===== src/rtl/fir_pkg.sv =====
// Shared definitions for the FIR datapath: sum width derivation, output
// saturation limits and the round-half-up helper used by the output stage.
package fir_pkg;

    // Sum width produced by the distributed-arithmetic core for a given
    // sample width and tap count.
    function automatic int sum_width_calc(input int bit_width, input int taps);
        return bit_width + $clog2(taps) + $clog2(bit_width);
    endfunction

    localparam int DEF_BIT_WIDTH = 16;
    localparam int DEF_TAPS      = 32;
    localparam int DEF_SUM_WIDTH = sum_width_calc(DEF_BIT_WIDTH, DEF_TAPS);

    // Largest representable signed value of a bit_width-wide sample.
    function automatic logic signed [63:0] sat_max(input int bit_width);
        return (64'sd1 <<< (bit_width - 1)) - 64'sd1;
    endfunction

    // Smallest representable signed value of a bit_width-wide sample.
    function automatic logic signed [63:0] sat_min(input int bit_width);
        return -(64'sd1 <<< (bit_width - 1));
    endfunction

    // Round half toward +inf while dropping frac_shift LSBs. The caller
    // sign-extends first, so adding the half-LSB can never wrap.
    function automatic logic signed [63:0] round_half_up(input logic signed [63:0] x,
                                                         input int frac_shift);
        return (x + (64'sd1 <<< (frac_shift - 1))) >>> frac_shift;
    endfunction

endpackage


===== src/rtl/fir_skid_fifo2.sv =====
// Two-entry valid/ready FIFO. The head entry is the registered output, so an
// empty FIFO presents a pushed word on the next cycle. A push into a full FIFO
// without a pop is ignored; the caller decides how to account for it.
module fir_skid_fifo2 #(
    parameter int WIDTH = 16
) (
    input  logic             clk,
    input  logic             rst,
    input  logic             push,
    input  logic [WIDTH-1:0] din,
    input  logic             pop,
    output logic [WIDTH-1:0] dout,
    output logic             dout_valid,
    output logic             full,
    output logic             empty
);

    logic             head_v_r;
    logic             tail_v_r;
    logic [WIDTH-1:0] head_r;
    logic [WIDTH-1:0] tail_r;
    logic             pop_s;

    assign pop_s      = pop && head_v_r;
    assign dout       = head_r;
    assign dout_valid = head_v_r;
    assign full       = head_v_r && tail_v_r;
    assign empty      = !head_v_r;

    // Storage update: pop shifts tail into head, push fills the first free slot.
    always_ff @(posedge clk) begin
        if (rst) begin
            head_v_r <= 1'b0;
            tail_v_r <= 1'b0;
            head_r   <= {WIDTH{1'b0}};
            tail_r   <= {WIDTH{1'b0}};
        end else begin
            case ({pop_s, push})
                2'b10: begin
                    if (tail_v_r) begin
                        head_r   <= tail_r;
                        tail_v_r <= 1'b0;
                    end else begin
                        head_v_r <= 1'b0;
                    end
                end
                2'b01: begin
                    if (!head_v_r) begin
                        head_r   <= din;
                        head_v_r <= 1'b1;
                    end else if (!tail_v_r) begin
                        tail_r   <= din;
                        tail_v_r <= 1'b1;
                    end else begin
                        head_r <= head_r;
                    end
                end
                2'b11: begin
                    if (tail_v_r) begin
                        head_r <= tail_r;
                        tail_r <= din;
                    end else begin
                        head_r <= din;
                    end
                end
                default: begin
                    head_r <= head_r;
                end
            endcase
        end
    end

endmodule


===== src/rtl/fir_out_quant.sv =====
// FIR output stage: round away FRAC_SHIFT LSBs, saturate to BIT_WIDTH,
// decimate by DECIM and buffer in a 2-entry valid/ready FIFO. Saturation and
// FIFO-overflow drops are reported through sticky flags and saturating counters.
module fir_out_quant
    import fir_pkg::*;
#(
    parameter int SUM_WIDTH  = DEF_SUM_WIDTH,
    parameter int BIT_WIDTH  = DEF_BIT_WIDTH,
    parameter int FRAC_SHIFT = 8,
    parameter int DECIM      = 1,
    parameter int CNT_WIDTH  = 16
) (
    input  logic                        clk,
    input  logic                        rst,
    input  logic                        in_valid,
    input  logic signed [SUM_WIDTH-1:0] sum_in,
    output logic                        out_valid,
    input  logic                        out_ready,
    output logic signed [BIT_WIDTH-1:0] out_data,
    output logic                        sat_flag,
    output logic                        ovf_flag,
    output logic [CNT_WIDTH-1:0]        sat_cnt,
    output logic [CNT_WIDTH-1:0]        drop_cnt,
    input  logic                        clr_flags
);

    // Rounded value keeps one guard MSB so near-full-scale sums cannot wrap.
    localparam int RW   = SUM_WIDTH + 1 - FRAC_SHIFT;
    localparam int PH_W = (DECIM > 1) ? $clog2(DECIM) : 1;
    localparam logic [PH_W-1:0]             PH_LAST   = PH_W'(DECIM - 1);
    localparam logic signed [63:0]          OUT_MAX64 = sat_max(BIT_WIDTH);
    localparam logic signed [63:0]          OUT_MIN64 = sat_min(BIT_WIDTH);
    localparam logic signed [BIT_WIDTH-1:0] OUT_MAX   = BIT_WIDTH'(OUT_MAX64);
    localparam logic signed [BIT_WIDTH-1:0] OUT_MIN   = BIT_WIDTH'(OUT_MIN64);
    localparam logic [CNT_WIDTH-1:0]        CNT_TOP   = {CNT_WIDTH{1'b1}};

    logic signed [63:0]          round64_s;
    logic                        s1_valid_r;
    logic signed [RW-1:0]        s1_round_r;
    logic signed [63:0]          s1_ext_s;
    logic signed [BIT_WIDTH-1:0] sat_val_s;
    logic                        clamp_s;
    logic                        keep_s;
    logic [PH_W-1:0]             phase_r;
    logic                        s2_valid_r;
    logic signed [BIT_WIDTH-1:0] s2_data_r;
    logic                        fifo_full_s;
    logic                        fifo_empty_s;
    logic                        pop_s;
    logic                        sat_event_s;
    logic                        drop_event_s;
    logic                        unused_bits_s;

    assign round64_s     = round_half_up(64'(sum_in), FRAC_SHIFT);
    assign keep_s        = s1_valid_r && (phase_r == {PH_W{1'b0}});
    assign pop_s         = out_valid && out_ready;
    assign sat_event_s   = keep_s && clamp_s;
    assign drop_event_s  = s2_valid_r && fifo_full_s && !pop_s;
    assign unused_bits_s = ^{round64_s[63:RW], s1_ext_s[63:BIT_WIDTH], fifo_empty_s};

    // Stage 1: register the rounded sum.
    always_ff @(posedge clk) begin
        if (rst) begin
            s1_valid_r <= 1'b0;
            s1_round_r <= {RW{1'b0}};
        end else begin
            s1_valid_r <= in_valid;
            if (in_valid) begin
                s1_round_r <= round64_s[RW-1:0];
            end
        end
    end

    // Clamp the rounded value to the signed output range.
    always_comb begin
        s1_ext_s  = 64'(s1_round_r);
        sat_val_s = s1_ext_s[BIT_WIDTH-1:0];
        clamp_s   = 1'b0;
        if (s1_ext_s > OUT_MAX64) begin
            sat_val_s = OUT_MAX;
            clamp_s   = 1'b1;
        end else if (s1_ext_s < OUT_MIN64) begin
            sat_val_s = OUT_MIN;
            clamp_s   = 1'b1;
        end else begin
            sat_val_s = s1_ext_s[BIT_WIDTH-1:0];
            clamp_s   = 1'b0;
        end
    end

    // Stage 2: keep the phase-0 sample of each DECIM group; phase moves on valid samples only.
    always_ff @(posedge clk) begin
        if (rst) begin
            s2_valid_r <= 1'b0;
            s2_data_r  <= {BIT_WIDTH{1'b0}};
            phase_r    <= {PH_W{1'b0}};
        end else begin
            s2_valid_r <= keep_s;
            if (keep_s) begin
                s2_data_r <= sat_val_s;
            end
            if (s1_valid_r) begin
                phase_r <= (phase_r == PH_LAST) ? {PH_W{1'b0}} : phase_r + PH_W'(1);
            end
        end
    end

    // Sticky flags and counters; a clear in the same cycle as an event wins.
    always_ff @(posedge clk) begin
        if (rst) begin
            sat_flag <= 1'b0;
            ovf_flag <= 1'b0;
            sat_cnt  <= {CNT_WIDTH{1'b0}};
            drop_cnt <= {CNT_WIDTH{1'b0}};
        end else if (clr_flags) begin
            sat_flag <= 1'b0;
            ovf_flag <= 1'b0;
            sat_cnt  <= {CNT_WIDTH{1'b0}};
            drop_cnt <= {CNT_WIDTH{1'b0}};
        end else begin
            if (sat_event_s) begin
                sat_flag <= 1'b1;
                if (sat_cnt != CNT_TOP) begin
                    sat_cnt <= sat_cnt + CNT_WIDTH'(1);
                end
            end
            if (drop_event_s) begin
                ovf_flag <= 1'b1;
                if (drop_cnt != CNT_TOP) begin
                    drop_cnt <= drop_cnt + CNT_WIDTH'(1);
                end
            end
        end
    end

    fir_skid_fifo2 #(
        .WIDTH (BIT_WIDTH)
    ) u_fifo (
        .clk        (clk),
        .rst        (rst),
        .push       (s2_valid_r),
        .din        (s2_data_r),
        .pop        (pop_s),
        .dout       (out_data),
        .dout_valid (out_valid),
        .full       (fifo_full_s),
        .empty      (fifo_empty_s)
    );

endmodule


===== config.mk =====
export PLATFORM = sky130hd
export DESIGN_NAME = fir_out_quant
export DESIGN_NICKNAME = d
export VERILOG_FILES = /design/src/rtl/fir_pkg.sv /design/src/rtl/fir_skid_fifo2.sv /design/src/rtl/fir_out_quant.sv
export SDC_FILE = /design/constraint.sdc
export NUM_CORES = 1
export LEC_CHECK = 0
export ABC_AREA = 1
export BUFFER_PORTS_ARGS = -buffer_cell sky130_fd_sc_hd__buf_2
export CELL_PAD_IN_SITES_DETAIL_PLACEMENT = 1
export CELL_PAD_IN_SITES_GLOBAL_PLACEMENT = 2
export CORE_MARGIN = 5
export CORE_UTILIZATION = 30
export DETAILED_ROUTE_END_ITERATION = 12
export PLACE_DENSITY = 0.87
export SLEW_MARGIN = 20
export SYNTH_ARGS = -nofsm -noshare
export SYNTH_HDL_FRONTEND = slang
export SYNTH_SLANG_ARGS = --single-unit

===== constraint.sdc =====
create_clock -name clk -period 2.9 [get_ports clk]
set_input_delay 0.29 -clock clk [delete_from_list [all_inputs] [get_ports clk]]
set_output_delay 0.29 -clock clk [all_outputs]
set_load 0.01 [all_outputs]

* Yosys cells after proc, flatten, opt, wreduce, memory -nomap -nowiden *
Cells that the tools add are included.

cells by class
  shifts and indexed selects = 0
  divide/modulo/power cells = 0
  order comparisons = 2
  bitwise gates (word level) = 1
  $add $sub $neg = 4
  multiply operators = 0
  muxes and demuxes = 16
  reductions and logical operators = 18
  equality and inequality tests = 10

operators by type and width
  cell                     number
  $mux W16                 7
  $pmux W16 S3             1
  $add A16 B1 Y16 const B  2
  $ne A16 B16 Y1 const B   2
  $pmux W16 S2             1
  $add A25 B9 Y26 const B  1
  $gt A18 B16 Y1 const B   1
  $lt A18 B16 Y1 const B   1
  $reduce_and A2 Y1        4
  $logic_and A1 B1 Y1      7
  $ne A2 B1 Y1 const B     3
  $reduce_and A3 Y1        2
  $mux W1                  5
  $eq A2 B2 Y1 const B     2
  $ne A2 B2 Y1 const B     2
  $pmux W1 S2              2
  $reduce_bool A2 Y1       2
  $reduce_bool A3 Y1       1
  $eq A2 B1 Y1 const B     1
  $reduce_or A2 Y1         1
  $add A1 B1 Y1 const B    1
  $logic_not A1 Y1         1
  $not A1 Y1               1

word-level totals
  bits in writable memories = 0
  memories = 0
  register bits after elaboration = 105
  bits in latches = 0
  ROM bits = 0
  output and inout bits = 51
  logic and storage cells = 64
  input bits = 30

* Logic depth before layout (Yosys ltp) *
  depth in word-level cells = 5
  gate-level depth with buffers = 10
  gate-level depth less buffers = 10

* By module *
Synthesis repeated with hierarchy kept, for this count alone.

unflattened totals
  cells, all modules = 955
  area total of the unflattened synthesis = 5824.3 sq um

modules (own cells, without submodules)
  module          times used  cells an instance  sequential area each (sq um)  area an instance (sq um)
  fir_out_quant   1           572                1401.3                        3692.3
  fir_skid_fifo2  1           383                680.7                         2132.0

* Worst setup path after synthesis *
OpenSTA, ideal clock, no wires.

  path type = reg2reg
  from = register sat_cnt[1]
  to = register sat_cnt[11]
  stages on the path, launching flop included = 10
  arrival time = 1.402 ns
  path buffers = 1
  clock period less this slack = 1.535 ns
  setup slack = 1.365 ns
  path through = dfxtp_1 -> ha_1 -> inv_1 -> nor2_2 -> nand2_2 -> nor2_4 -> nor2_4 -> buf_2 -> nand2_1 -> a21oi_1

on the way
  word-level cells in the longest chain between the ends = 2
  elaborated cells on any way between the ends = 3
  classes of those cells = add/sub: 1; eq/ne: 1; reduce/logical: 1

RTL lines
  what                                                     line                  source
  start: declaration                                       fir_out_quant.sv:22   output logic [CNT_WIDTH-1:0] sat_cnt,
  start signal: assignment                                 fir_out_quant.sv:113  sat_cnt <= {CNT_WIDTH{1'b0}};
  start signal: assignment                                 fir_out_quant.sv:118  sat_cnt <= {CNT_WIDTH{1'b0}};
  start signal: assignment                                 fir_out_quant.sv:124  sat_cnt <= sat_cnt + CNT_WIDTH'(1);
  branches (longest 2 deep; another with $add A16 B1 Y16)  -

Several ways; the timed one is not identified.
A chain may end at the register's enable or synchronous reset.

* Worst setup path in the final report *
  from = register sat_cnt[0]
  to = register sat_cnt[0]

The elaborated chain is that of the path after synthesis.

==> qor.txt <==
Switching power: 0.000820 W
Net Count, Synth: 863
Total Wirelength: 15500 µm
Pre-Repair DR Iteration Count: 4
Most instantiated cells after synthesis: 230 x nand2_1, 104 x dfxtp_1, 90 x nor2_1
Dpl cells: 1102
Cell Int Power: 0.00218 W
Residual DRC count: 0
N_diodes: 0
Design area: 0.00631 mm²
Ports: 81
Number of flops mapped to enable cells by yosys: 0
Core Rows: 49
Clk slew on worst S/H paths: 0.07 ns
Final Non-Filler Cells: 1118
Flop pwr share: 50.0%
Die Span Y: 145 µm
Switching share of power: 27.3%
Final hold violation count: 0
Tcrit/Tclk final: 67.7%
Synth Area in XOR/XNOR: 3.37%
Max Fanout on Critical Path: 17
Die area: 0.0210 mm²
Vias in the first global route: 5391
Slew margin rel.: 44.6%
Mean Syn Cell Area: 6.58 µm²
CTS buffer count: 9
Routed len/inst: 13.9 µm
# fillers: 2364
Mapped cell area: 0.00546 mm²
Crit. End Element: flop
Logic pwr share: 8.2%
Setup CP Type: flop to flop
Max-Cap Viols: 0
Post-Synth Simple-Gate Area: 29.4%
Fin nets: 917
Cells after synthesis: 830
Critical path required time: 3.14 ns
Compound-gate portion of the synthesized area: 19.1%
Worst Path Arrival: 2.21 ns
Final ANT Viol Nets: 0
Yosys warns: 0
Post-synthesis register bit count: 104
Max Freq: 509 MHz
Clock Path Buffers: 2
Clk network pwr share: 41.7%
Post-DR vias/cell: 4.81
Final HPWL DP: 11300 µm
Htree depth: 3
Placer congestion estimate: 0.772
Ys async rst share: 0%
RSZ-0062 raised after global routing: no
Status: finished, final reports clean
First-pass GRT wire length: 26800 µm
Setup TNS: 0 ns
Yosys top cell area share: 38.1%
Initial antenna violation count: 0
Root Buffer: clkbuf_16
Prevailing post-synth register cell: dfxtp_1
Hold_buf cts: 0
Post-CTS Setup Inserts: 0
DRT iter0 DRCs: 181
Mux cell area share after synthesis: 0%
CTS tree: yes
Reg-to-Reg Start: sat_cnt[0]$_SDFFE_PP0P_
Vias: 5378
Synth unique cells: 30
Area delta synth->final: 15.5%
Most common cell in the synthesized netlist: nand2_1
Register area share after synthesis: 38.1%
Hold crit path type: primary input to flop
Adder-cell share of the synthesized area: 0.687%
Final setup vio count: 0
Largest family of logic cells by synthesized area: simple AND/OR/NAND/NOR gates
Largest net degree at the start of global routing: 33
Starting Density: 30.4%
Startpoint types: flop
Clock Skew: 0.00925 ns
Fin crit period: 1.96 ns
Post_cts resized: 0
Area after DPL: 0.00600 mm²
Cell Pwr Density: 476 mW/mm²
Tightest Pin Transition: 0.832 ns
Core area: 0.0180 mm²
Worst R2R Path Depth: 9
Pre-CTS setup slack: 0.906 ns
Leak Pwr: 2.64 nW
CP startpoint: sat_cnt[0]$_SDFFE_PP0P_
Port Buffers: 73
Worst reg2reg setup slack: 0.94 ns
Slew Limit Fails: 0
Share of layout cells above drive strength 1: 12.8%
GR Overflow Total: 0
Clk Latency, worst-skew pair: 0.35 ns
Synth area leader: dfxtp_1
Clock Sinks: 104
Slack of the critical path: 0.937 ns
Top cells by area, synth: dfxtp_1 38%, nand2_1 16%, o21ai_0 6.8%, a21oi_1 6.6%, nor2_1 6.2%
R2R Path End: sat_cnt[0]$_SDFFE_PP0P_
Die X: 145 µm
Crit path to: sat_cnt[0]$_SDFFE_PP0P_
GRT Total Usage: 14.8%
Peak VDD IR: 307 µV
## cells in the final DEF (no fill, tap or decap), drive strengths merged
master	synthesis	final
xor2	12	12
a21oi	74	74
o21ai	80	80
nand4	14	14
clkinvlp	0	1
nand2	232	232
nand3	36	36
o221ai	6	6
inv	90	92
ha	3	3
xnor2	9	9
clkinv	3	6
buf	16	78
nand3b	1	1
o211ai	28	28
dfxtp	104	104
nor2	99	99
nor3	4	4
clkbuf	19	10
## metrics by stage
stage	total power, W	utilization, %	hold slack, ns
5_1_grt	0.00315	35.1	0.260
2_1_floorplan	0.00169	-	0.444
3_3_place_gp	0.00178	33.4	0.457
6_report	0.00300	35.1	0.246
4_1_cts	0.00305	35.1	0.241
3_5_place_dp	0.00179	33.4	0.457
## how the worst min path moves through the flow
stage | start | to | slack, ns | cells after the start
global route | clr_flags | drop_cnt[10]$_SDFFE_PP0P_ | 0.26 | 4
floorplan | s2_data_r[0]$_SDFFE_PP0P_ | s2_data_r[0]$_SDFFE_PP0P_ | 0.44 | 2
detailed placement | s2_data_r[1]$_SDFFE_PP0P_ | s2_data_r[1]$_SDFFE_PP0P_ | 0.46 | 2
CTS | sum_in[24] | s1_round_r[17]$_SDFFE_PP0P_ | 0.24 | 3
global placement | s2_data_r[13]$_SDFFE_PP0P_ | s2_data_r[13]$_SDFFE_PP0P_ | 0.46 | 2
finish | clr_flags | drop_cnt[8]$_SDFFE_PP0P_ | 0.25 | 4
## cells by family (layout without fill, tap and decap cells)
logic type | count (synthesis) | after routing
buf+inv | 128 | 187
flops | 104 | 104
xor+xnor | 21 | 21
fa+ha+maj | 3 | 3
compound gates | 188 | 188
simple gates | 386 | 386
## registers in the layout (all words and copies together), names as in the netlist
signal	count
s2_data_r	16
sat_cnt	16
drop_cnt	16
u_fifo.dout_valid	1
s2_valid_r	1
sat_flag	1
u_fifo.tail_r	16
ovf_flag	1
s1_valid_r	1
s1_round_r	18
u_fifo.dout	16
u_fifo.tail_v_r	1
## power by group through the flow
stage               Sequential [W]  Combinational, W  Clock, W
finish                     0.00150          0.000247   0.00125
global route               0.00151          0.000286   0.00136
floorplan                  0.00153          0.000157         0
detailed placement         0.00154          0.000252         0
global placement           0.00154          0.000247         0
CTS                        0.00150          0.000254   0.00130
## metal layers
layer / share of wire (%) / vias up / track usage [%] / wire (µm)
met5: 0 / - / 0 / 0
met4: 1.0 / 0 / 3.44 / 161
met3: 2.8 / 11 / 2.59 / 435
met2: 48 / 60 / 25.4 / 7440
met1: 48 / 2502 / 19.3 / 7480
li1: - / 2805 / - / -
## worst max-delay path: stages (launching register included)
cell	delay, ns
dfxtp_1	0.36
ha_1	0.27
inv_1	0.08
nor2_2	0.05
nand2_2	0.13
nor2_4	0.06
nor2_4	0.36
clkinv_2	0.33
nor2_1	0.16
nor2_1	0.06
## cell type report
| cell class | instances | area (µm²) | area share [%] |
|---|---|---|---|
| well taps | 229 | 287 | 4.54 |
| clock buffers | 10 | 239 | 3.79 |
| clock inverters | 6 | 63.8 | 1.01 |
| multi-input cells | 598 | 2870 | 45.5 |
| flip-flops and latches | 104 | 2080 | 33.0 |
| repair buffers | 78 | 415 | 6.59 |
| inverters | 93 | 352 | 5.57 |
Note: power is estimated with default switching activity, not from simulation.
